[src/rtl/seg7_scan_mux.sv]
// seg7_scan_mux -- four-digit multiplexed 7-segment scanner.
//
// Each digit is shown for CLK_DIV cycles (SHOW). It is then followed by
// BLANK_CYCLES of dead time (BLANK) with every digit off. After that the
// next digit is selected. A value captured with i_load waits in a pending
// register. It moves into the displayed (active) register only at the
// digit 3 -> digit 0 wrap, so a frame never changes mid-scan.
//
// Optional feature: define SEG7_LEADING_ZERO_BLANK_EN to switch off leading
// zero digits (digits 3..1). Digit 0 is always lit.
//
// Parameters:
//   CLK_DIV       SHOW cycles per digit (2..65535)
//   BLANK_CYCLES  BLANK cycles between digits (0..255, 0 = no BLANK state)
// Ports:
//   i_clk        clock, rising edge
//   i_rst_n      asynchronous active-low reset
//   i_value      four nibbles, nibble k drives digit k (digit 0 rightmost)
//   i_load       single-cycle strobe capturing i_value into pending
//   o_bcd        nibble of the current digit (held during BLANK)
//   o_digit_sel  one-hot active-low digit select
//   o_blank      high when no digit is driven
//   o_frame      one-cycle pulse at the 3 -> 0 wrap
//   o_pending    high while a loaded value awaits transfer
module seg7_scan_mux #(
  parameter int unsigned CLK_DIV      = 25000,
  parameter int unsigned BLANK_CYCLES = 16
) (
  input  logic        i_clk,
  input  logic        i_rst_n,
  input  logic [15:0] i_value,
  input  logic        i_load,
  output logic [3:0]  o_bcd,
  output logic [3:0]  o_digit_sel,
  output logic        o_blank,
  output logic        o_frame,
  output logic        o_pending
);

  localparam logic [15:0] SHOW_LAST  = 16'(CLK_DIV - 1);
  localparam bit          HAS_BLANK  = (BLANK_CYCLES > 0);
  localparam logic [15:0] BLANK_LAST = HAS_BLANK ? 16'(BLANK_CYCLES - 1) : '0;

  typedef enum logic {
    ST_SHOW,
    ST_BLANK
  } state_t;

  state_t      state;
  logic [15:0] cnt;
  logic [1:0]  idx;
  logic [15:0] active;
  logic [15:0] pending;

  logic [3:0]  cur_nib;
  logic        suppress;
  logic        digit_end;
  logic        wrap;

  always_comb begin
    cur_nib = 4'(active >> {idx, 2'b00});
  end

`ifdef SEG7_LEADING_ZERO_BLANK_EN
  // Digit k is a leading zero when nibbles k..3 are all zero.
  always_comb begin
    suppress = 1'b0;
    case (idx)
      2'd1:    suppress = (active[15:4]  == '0);
      2'd2:    suppress = (active[15:8]  == '0);
      2'd3:    suppress = (active[15:12] == '0);
      default: suppress = 1'b0;
    endcase
  end
`else
  always_comb begin
    suppress = 1'b0;
  end
`endif

  // Last cycle of a digit period: end of BLANK, or end of SHOW when BLANK is skipped.
  always_comb begin
    digit_end = 1'b0;
    if (state == ST_SHOW) begin
      digit_end = (cnt == SHOW_LAST) && !HAS_BLANK;
    end else begin
      digit_end = (cnt == BLANK_LAST);
    end
    wrap = digit_end && (idx == 2'd3);
  end

  // The output registers show the state of the cycle that has just ended.
  // So the outputs trail the internal state by one cycle. This lets the
  // first edge after reset show digit 0 for a full CLK_DIV cycles.
  always_ff @(posedge i_clk or negedge i_rst_n) begin
    if (!i_rst_n) begin
      state       <= ST_SHOW;
      cnt         <= '0;
      idx         <= '0;
      active      <= '0;
      pending     <= '0;
      o_pending   <= 1'b0;
      o_frame     <= 1'b0;
      o_bcd       <= '0;
      o_digit_sel <= '1;
      o_blank     <= 1'b1;
    end else begin
      if (state == ST_SHOW) begin
        o_bcd <= cur_nib;
        if (suppress) begin
          o_digit_sel <= '1;
          o_blank     <= 1'b1;
        end else begin
          o_digit_sel <= ~(4'b0001 << idx);
          o_blank     <= 1'b0;
        end
      end else begin
        o_digit_sel <= '1;
        o_blank     <= 1'b1;
      end

      o_frame <= wrap;

      case (state)
        ST_SHOW: begin
          if (cnt == SHOW_LAST) begin
            cnt <= '0;
            if (HAS_BLANK) begin
              state <= ST_BLANK;
            end else begin
              idx <= idx + 2'd1;
            end
          end else begin
            cnt <= cnt + 16'd1;
          end
        end
        ST_BLANK: begin
          if (cnt == BLANK_LAST) begin
            cnt   <= '0;
            state <= ST_SHOW;
            idx   <= idx + 2'd1;
          end else begin
            cnt <= cnt + 16'd1;
          end
        end
        default: begin
          state <= ST_SHOW;
          cnt   <= '0;
        end
      endcase

      // A load on the wrap edge stays pending while the older value goes live.
      if (wrap && o_pending) begin
        active <= pending;
      end
      if (i_load) begin
        pending   <= i_value;
        o_pending <= 1'b1;
      end else if (wrap) begin
        o_pending <= 1'b0;
      end
    end
  end

endmodule

[config.mk]
export PLATFORM = sky130hd
export DESIGN_NAME = seg7_scan_mux
export DESIGN_NICKNAME = d
export VERILOG_FILES = /design/src/rtl/seg7_scan_mux.sv
export SDC_FILE = /design/constraint.sdc
export NUM_CORES = 1
export LEC_CHECK = 0
export ABC_AREA = 1
export CORE_MARGIN = 2
export CORE_UTILIZATION = 56
export DETAILED_ROUTE_END_ITERATION = 16
export PLACE_DENSITY = 0.76
export SYNTH_ARGS = -nofsm -noshare
export SYNTH_HDL_FRONTEND = slang
export SYNTH_SLANG_ARGS = --single-unit
export TNS_END_PERCENT = 1
[constraint.sdc]
create_clock -name i_clk -period 3.8 [get_ports i_clk]
set_clock_uncertainty 0.2 [all_clocks]
set_input_delay 0.76 -clock i_clk [delete_from_list [all_inputs] [get_ports i_clk]]
set_output_delay 0.76 -clock i_clk [all_outputs]
set_load 0.1 [all_outputs]
==> results.md <==
* Synth unique cells at 25
* Fmax at 360 MHz
* Most common cell after layout, fill and taps aside: nand2_1
* Crit path kind: flip-flop to output pin
* HPWL after DPL at 4.01 mm
* Period utilization at 73.0%
* IO Pins at 30
* Final #Nets at 392
* CTS tree: built
* Routed WL per cell at 12.8 um
* Resized cells post-CTS at 0
* Post-Place Cells at 427
* Slew @ Worst Pin at 1.00 ns
* Vias/cell at 5.06
* CP Capture Type: output pin
* Chip height at 75.9 um
* Final TNS setup at 0 ns
* Delay-heaviest family, CP: buffers and inverters
* RSZ-0062 raised after global routing: no
* Most frequent cells in the layout: 113 x nand2_1, 57 x dfrtp_1, 51 x nor2_1
* Area of the mapped netlist at 0.00289 mm^2
* Crit path launch type: flip-flop
* Largest net degree at the start of global routing at 47
* Max-cap violations at 0
* Clk Latency, worst-skew pair at 0.33 ns
* Slowest stage delay, CP at 1.14 ns
* Die footprint at 0.00576 mm^2
* Critical Path Stages at 1
* Cells taking the most area after synthesis: dfrtp_1 49%, nand2_1 15%, nor2_1 6.6%
* Initial core utilization at 57.4%
* Layout Utilization at 68.1%
* Clk pin slew, worst setup/hold paths at 0.06 ns
* Num CTS Buffers at 9
* Final Setup Violations at 0
* Placer Congestion at 0.852
* Max clock buf depth at 2
* Yosys top cell area share at 49.3%
* Worst-path maximum fanout at 2
* Setup Fix Bufs, Post-CTS at 0
* Critical path's slowest cell: clkdlybuf4s50_1
* Die width at 75.9 um
* CTS root buf: clkbuf_8
* Seq/Total Area, Yosys at 53.8%
* Global-route wire length before repair at 9.76 mm
* Non-Filler Instances at 442
* Post-synthesis average cell area at 8.56 um^2
* Detailed Route Iter0 Violations at 167
* H-tree depth at 3
* Cts hold-fix bufs at 0
* LEAKAGE at 0.00175 uW
* Initial antenna violation count at 0
* R2R Path Start: cnt[0]
* Final hold vios at 0
* Flops & latches, synth at 62
* Post-synth top area cell: dfrtp_1
* Hold Startpoint: cnt[0]
* Number of global-route vias before repair at 2071
* Final wirelength at 5.64 mm
* Register-to-Register Path Depth at 8
* Post-route ant nets at 0
* Vias at 2238
* # clock sinks at 62
* Status: completed
* WP buf/inv at 1
* Hold Crit Depth at 1
* Synth Net Count at 362
* Total GRT Usage at 23.1%
* Power per cell area at 414 mW/mm^2
* Layout area overhead at 18.7%
* PortBufs at 29
* Final min period at 2.77 ns
* Ant. Diodes at 0
* Data required, critical path at 2.84 ns
* GRT overflow at 0
* First-pass iteration count of the detailed router at 5
* Critical-path cell list: clkdlybuf4s50_1
* Max Slew Vio Count at 0
* Fillcell total at 434
* Peak supply drop at 0.274 mV
* Slew Limit Headroom at 33.4%
* Fraction of layout cells with a size suffix above 1 at 9.68%
* Post-Synthesis Cells at 338
* DRC Markers at 0
* Worst Hold Class: flip-flop to flip-flop
* FP Rows at 26
* CP arrival at 1.81 ns
* Core area at 0.00504 mm^2
* Crit path launch: o_bcd[2]
* Synth Warn # at 0
## sequential cells by signal, indices dropped and copies added (netlist names)
name,cells
o_pending,1
o_digit_sel,4
active,16
pending,16
state,1
idx,2
o_bcd,4
o_blank,1
o_frame,1
cnt,16
## metrics by stage
| step | worst slack (ns) | hold slack [ns] | cell area (um^2) | total power, uW |
|---|---|---|---|---|
| 2_1_floorplan | 1.91 | 0.233 | 2890 | 711 |
| 3_3_place_gp | 1.39 | 0.245 | 3200 | 746 |
| 3_5_place_dp | 1.37 | 0.252 | 3200 | 748 |
| 4_1_cts | 0.998 | 0.262 | 3430 | 1440 |
| 5_1_grt | 0.967 | 0.280 | 3430 | 1480 |
| 6_report | 1.03 | 0.259 | 3430 | 1420 |
## final cells by class
class                      count  area [um^2]  share of cell area (%)
clock buffer                  11          141                    4.12
clock inverter                 4         95.1                    2.77
inverter                      19         71.3                    2.08
multi-input combinational    245         1190                    34.8
sequential                    62         1560                    45.4
tap                           70         87.6                    2.55
timing repair buffer          31          285                    8.31
## report_power, final
group | internal (uW) | switching [uW]
Clock | 449 | 237
Sequential | 676 | 8.30
Combinational | 23.6 | 27.0
Total | 1150 | 273
## cell usage after synthesis
cell type  number
a31oi_1         4
and3b_1         1
buf_6           2
nand4_1         4
buf_4           1
clkinv_1        2
clkbuf_1        5
o21ai_0        11
nand2_1       113
nor2_8          1
nor2_2          3
buf_2           4
nand3b_1        2
o21a_1          1
nand3_1        26
nor2_4          1
xor2_1         12
ha_1            5
nor2_1         51
dfrtp_1        57
dfstp_2         5
inv_1          17
nor3_1          5
nand3_4         3
xnor2_1         2
## final timing paths
kind / end / slack [ns]
worst max-delay path: o_bcd[2] / 1.03
worst min-delay path: cnt[0] / 0.26
worst max register to register: cnt[14] / 1.82
worst min register to register: cnt[0] / 0.26
max in group asynchronous: pending[6] / 2.21
min in group asynchronous: cnt[3] / 0.39
## cell families after synthesis
family / Yosys count / share of synthesized area, %
xor+xnor: 14 / 4.24
buf+inv: 31 / 4.84
simple gates: 210 / 31.9
fa+ha+maj: 5 / 2.16
flops: 62 / 53.8
compound gates: 16 / 3.03
## layer usage
metal  up-vias  GRT usage, %  share of wire (%)
met5         -             0                  0
met4         0          7.60               0.67
met3         6          6.35                5.3
met2        72          37.9                 50
met1      1033          29.7                 44
li1       1127             -                  -
(Power assumes the default switching activity.)
==> variant 1, RTL diff (same flow settings) <==
Reset style: synchronous (`i_rst_n`), changed in one clocked block. Comments in the files are not updated.
--- a/src/rtl/seg7_scan_mux.sv
+++ b/src/rtl/seg7_scan_mux.sv
@@ -92,7 +92,7 @@
   // The output registers show the state of the cycle that has just ended.
   // So the outputs trail the internal state by one cycle. This lets the
   // first edge after reset show digit 0 for a full CLK_DIV cycles.
-  always_ff @(posedge i_clk or negedge i_rst_n) begin
+  always_ff @(posedge i_clk) begin
     if (!i_rst_n) begin
       state       <= ST_SHOW;
       cnt         <= '0;
Behaviour: differs if i_rst_n is asserted again (counterexample within 4 cycles, from zero or initial values and one cycle with i_rst_n low); with i_rst_n held inactive, the same outputs for 10 cycles.
==> variant 1 against the original RTL <==
Wire length down 8.4%. Setup slack improved by 0.017 ns. Power decreased by 6.3%. Non-clock buffer count is 1 lower. Sequential cell count unchanged. Sequential power fell by 1%. Area after synthesis fell by 8.9%. Final area shrank 8.9%. Critical endpoint is now o_bcd[3]. Highest routed layer unchanged.
==> variant 1: results <==
metrics = {
    "global_routing": {
        "grt_use_met3": 0.05801,
        "track_usage": 0.2168,
        "gr-usage-met1": 0.3117,
        "met2_usage": 0.2960,
        "grt_pass1_vias": 1968,
        "grt_max_degree": 39,
        "antenna_found_initial": 0,
        "grt_pass1_wl_um": 8790,
    },
    "clock_network": {
        "post_cts_buffers": 0,
        "cts_root_buf": "clkbuf_8",
        "ctsResizeCount": 0,
        "cts_buffers": 9,
        "cts.path.max_buffers": 2,
        "clk_pin_slew_ns": 0.06,
        "htree_levels": 3,
        "clk_latency_ns": 0.33,
    },
    "placed_design": {
        "dp_slack_ns": 1.091,
        "dp_hpwl_um": 3619,
        "placed_area_um2": 2928,
        "numPortBuffers": 29,
        "dp_cells": 417,
        "gp_congestion": 0.8229,
    },
    "route": {
        "drt_iter0_markers": 167,
        "firstDrtPassIters": 4,
        "ant_nets": 0,
        "via_count": 2219,
        "post_drt_wl_per_cell_um": 11.92,
    },
    "worst_hold_path": {
        "holdCritPathClass": "reg -> reg",
    },
    "finish": {
        "fillers": 389,
        "antenna_cells": 0,
        "largestRegisters": "active: 16 flops, cnt: 16 flops, pending: 16 flops",
        "multi_input_area_um2": 1195,
        "num-nets-final": 400,
        "fin_cells": 433,
        "drive_above_1_share": 0.07874,
    },
    "run_status": {
        "status": "finished clean",
    },
    "synthesis": {
        "synth_nets": 373,
        "synthXorXnorAreaFrac": 0.03322,
        "synthDistinctLibCells": 25,
        "synth_common_cells": "nor2_1 (76), dfxtp_1 (62), nand2_1 (49)",
        "synth-compound-area-share": 0.1153,
        "synth_fa_ha_area_frac": 0.02373,
        "syn_inst": 349,
        "synthTopCellsByArea": "dfxtp_1 (47%), nor2_1 (11%), nand2_1 (7.0%)",
        "synth-main-ff-cell": "dfxtp_1",
        "muxShareOfSynthArea": 0,
        "yosysWarnings": 0,
        "ys_async_sr_fraction": 0,
        "ys_seq_area_frac": 0.4708,
    },
    "worst_setup_path": {
        "path_max_fanout": 2,
        "worst_path_max_delay_cell": "clkdlybuf4s50_1",
        "crit_family": "buffers and inverters",
        "slowest_delay_ns": 1.13,
        "crit_arrival_ns": 1.80,
    },
    "sta": {
        "worst_slew_margin_rel": 0.3541,
    },
    "power": {
        "leakage_nw": 1.268,
        "max-vdd-ir-drop_mv": 0.3029,
    },
    "floorplanning": {
        "start_util": 0.5932,
    },
}
-- variant 1: changes by cell type after synthesis, sizes merged, moves of 5 or more --
cell    unedited run  this run
clkbuf             5        10
dfrtp             57         0
xor2              12         7
dfstp              5         0
inv               17        35
o21ai             11        27
dfxtp              0        62
nand2            113        49
a21oi              0        20
nor2              56        83
-- variant 1: where the power goes --
group	leakage [nW]	switching, mW	internal [mW]
Sequential	0.505	0.00915	0.666
Clock	0.106	0.241	0.335
Combinational	0.657	0.0479	0.0319
Total	1.27	0.298	1.03
-- variant 1: cells by family (layout without fill, tap and decap cells) --
| logic type | after synthesis | in the layout |
|---|---|---|
| simple gates | 167 | 167 |
| buf+inv | 49 | 81 |
| xor+xnor | 10 | 10 |
| compound gates | 56 | 56 |
| fa+ha+maj | 5 | 5 |
| flops | 62 | 62 |
-- variant 1: final timing paths --
| path | start | endpoint | slack (ns) | depth (start not counted) |
|---|---|---|---|---|
| setup / recovery | o_bcd[3] | o_bcd[3] | 1.04 | 1 |
| hold / removal | cnt[0] | cnt[0] | 0.25 | 1 |
| setup reg to reg | cnt[0] | active[15] | 1.83 | 8 |
| hold reg to reg | cnt[0] | cnt[0] | 0.25 | 1 |
-- variant 1: per-layer routing --
layer / wire length [um] / up-vias
met1: 2728 / 977
met2: 2122 / 67
met4: 48 / 0
li1: - / 1169
met3: 262 / 6
met5: 0 / -
-- variant 1: area by class of cell --
type | count | area share
flip-flops and latches | 62 | 0.3968
multi-input cells | 238 | 0.3820
clock buffers | 12 | 0.04960
clock inverters | 4 | 0.01440
inverters | 35 | 0.04200
well taps | 52 | 0.02080
repair buffers | 30 | 0.09440
==> variant 2, RTL diff (config.mk and constraints unchanged) <==
Without the edit above. The option `SEG7_LEADING_ZERO_BLANK_EN` is turned on by a define.
--- a/src/rtl/seg7_scan_mux.sv
+++ b/src/rtl/seg7_scan_mux.sv
@@ -22,6 +22,8 @@
 //   o_blank      high when no digit is driven
 //   o_frame      one-cycle pulse at the 3 -> 0 wrap
 //   o_pending    high while a loaded value awaits transfer
+`define SEG7_LEADING_ZERO_BLANK_EN
+
 module seg7_scan_mux #(
   parameter int unsigned CLK_DIV      = 25000,
   parameter int unsigned BLANK_CYCLES = 16
Formal check against the unedited RTL: same outputs for any inputs over 10 cycles, from zero or initial values and one cycle with i_rst_n low; that may be too few to reach the edited logic, so the function may still have changed.
==> variant 2 against the original RTL <==
Register-to-register slack improved by 0.04 ns. Area after synthesis up 3.9%. Wire length is 3.9% higher. Global-route usage increased by 0.076 points. Critical path type unchanged. Clock power down 19%. Critical path depth unchanged. Count of clock-buffer cells in the layout up 1. Largest power group is now registers. Sequential power about the same. Power is 9.4% lower. Setup slack got worse by 0.028 ns. Sequential cell count unchanged. Final area is 1.6% higher.
==> variant 2: results <==
metrics = {
    "finish": {
        "largestRegisters": "active: 16 flops, cnt: 16 flops, pending: 16 flops",
        "drive_above_1_share": 0.1003,
        "num-nets-final": 419,
        "fillers": 442,
    },
    "power": {
        "powerClk_mw": 0.553,
        "leakage_nw": 1.752,
        "combinationalPower_mw": 0.0494,
        "clock_power_share": 0.430,
        "max-vdd-ir-drop_mv": 0.1972,
        "netSwitchingFraction": 0.2235,
    },
    "synthesis": {
        "synth_common_cells": "nand2_1 (122), dfrtp_1 (57), nor2_1 (49)",
        "ys_seq_area_frac": 0.5181,
        "synthDistinctLibCells": 29,
        "synth_nets": 389,
        "ys_async_sr_fraction": 1.000,
        "synthTopCellsByArea": "dfrtp_1 (47%), nand2_1 (15%), nor2_1 (6.1%)",
        "syn_inst": 364,
    },
    "route": {
        "drt_iter0_markers": 175,
        "post_drt_wl_per_cell_um": 12.49,
        "routed_wl_um": 5860,
        "routed_via_density": 5.177,
    },
    "clock_network": {
        "clk_latency_ns": 0.34,
        "cts_root_buf": "clkbuf_8",
        "cts_buffers": 9,
        "clk_pin_slew_ns": 0.07,
    },
    "worst_setup_path": {
        "r2r-end": "o_digit_sel[1]",
        "crit_arrival_ns": 1.84,
        "rr_startpoint": "idx[0]",
        "worst-r2r-cell-count": 5,
        "r2r_setup_slack_ns": 1.86,
        "crit_family": "buffers and inverters",
    },
    "run_status": {
        "status": "finished clean",
    },
    "sta": {
        "fin_hold_ws_ns": 0.2612,
        "worst_slew_margin_rel": 0.3300,
    },
    "global_routing": {
        "grt_pass1_wl_um": 10860,
        "grt_pass1_vias": 2391,
        "track_usage": 0.2320,
        "grt_max_degree": 48,
    },
    "placed_design": {
        "dp_cells": 453,
        "gp_congestion": 0.9278,
        "dp_hpwl_um": 4229,
    },
}
-- variant 2: cell count changes after synthesis, moves of 4 or more --
| cell | delta |
|---|---|
| xor2_1 | -4 |
| inv_1 | +7 |
| a21oi_1 | +4 |
| nand2_1 | +9 |
| nand3_1 | +6 |
-- variant 2: worst max-delay path by stage --
stage / start / to / slack, ns / cells past startpoint
after floorplan: o_pending / active[11] / 1.92 / 5
after global placement: i_load / pending[13] / 1.22 / 4
after detailed placement: i_load / pending[4] / 1.14 / 4
after CTS: o_bcd[3] / o_bcd[3] / 1.0 / 1
after global routing: o_bcd[2] / o_bcd[2] / 0.95 / 1
final: o_bcd[2] / o_bcd[2] / 1.0 / 1
-- variant 2: final cells by class --
type                    count  area share
flip-flops and latches     62      0.4464
multi-input cells         264      0.3675
repair buffers             30     0.07960
clock buffers              12     0.03872
inverters                  27     0.02904
well taps                  70     0.02510
clock inverters             4     0.01362
-- variant 2: kinds of logic after synthesis --
family | after synthesis | share of synthesized area
xor+xnor | 8 | 0.02331
simple gates | 229 | 0.3396
buf+inv | 38 | 0.05535
fa+ha+maj | 6 | 0.02497
compound gates | 21 | 0.03870
flops | 62 | 0.5181
-- variant 2: layer usage --
metal,GRT usage,part of all wire
met1,0.3040,0.45
met2,0.3565,0.46
met3,0.05882,0.056
met4,0.1196,0.028
met5,0,0
-- variant 2: per-stage QoR --
stage	instance area [um^2]	setup WS [ns]
after global placement	3307	1.220
after floorplan	3007	1.915
after CTS	3490	0.9950
final	3490	0.9975
after global routing	3490	0.9516
after detailed placement	3307	1.145
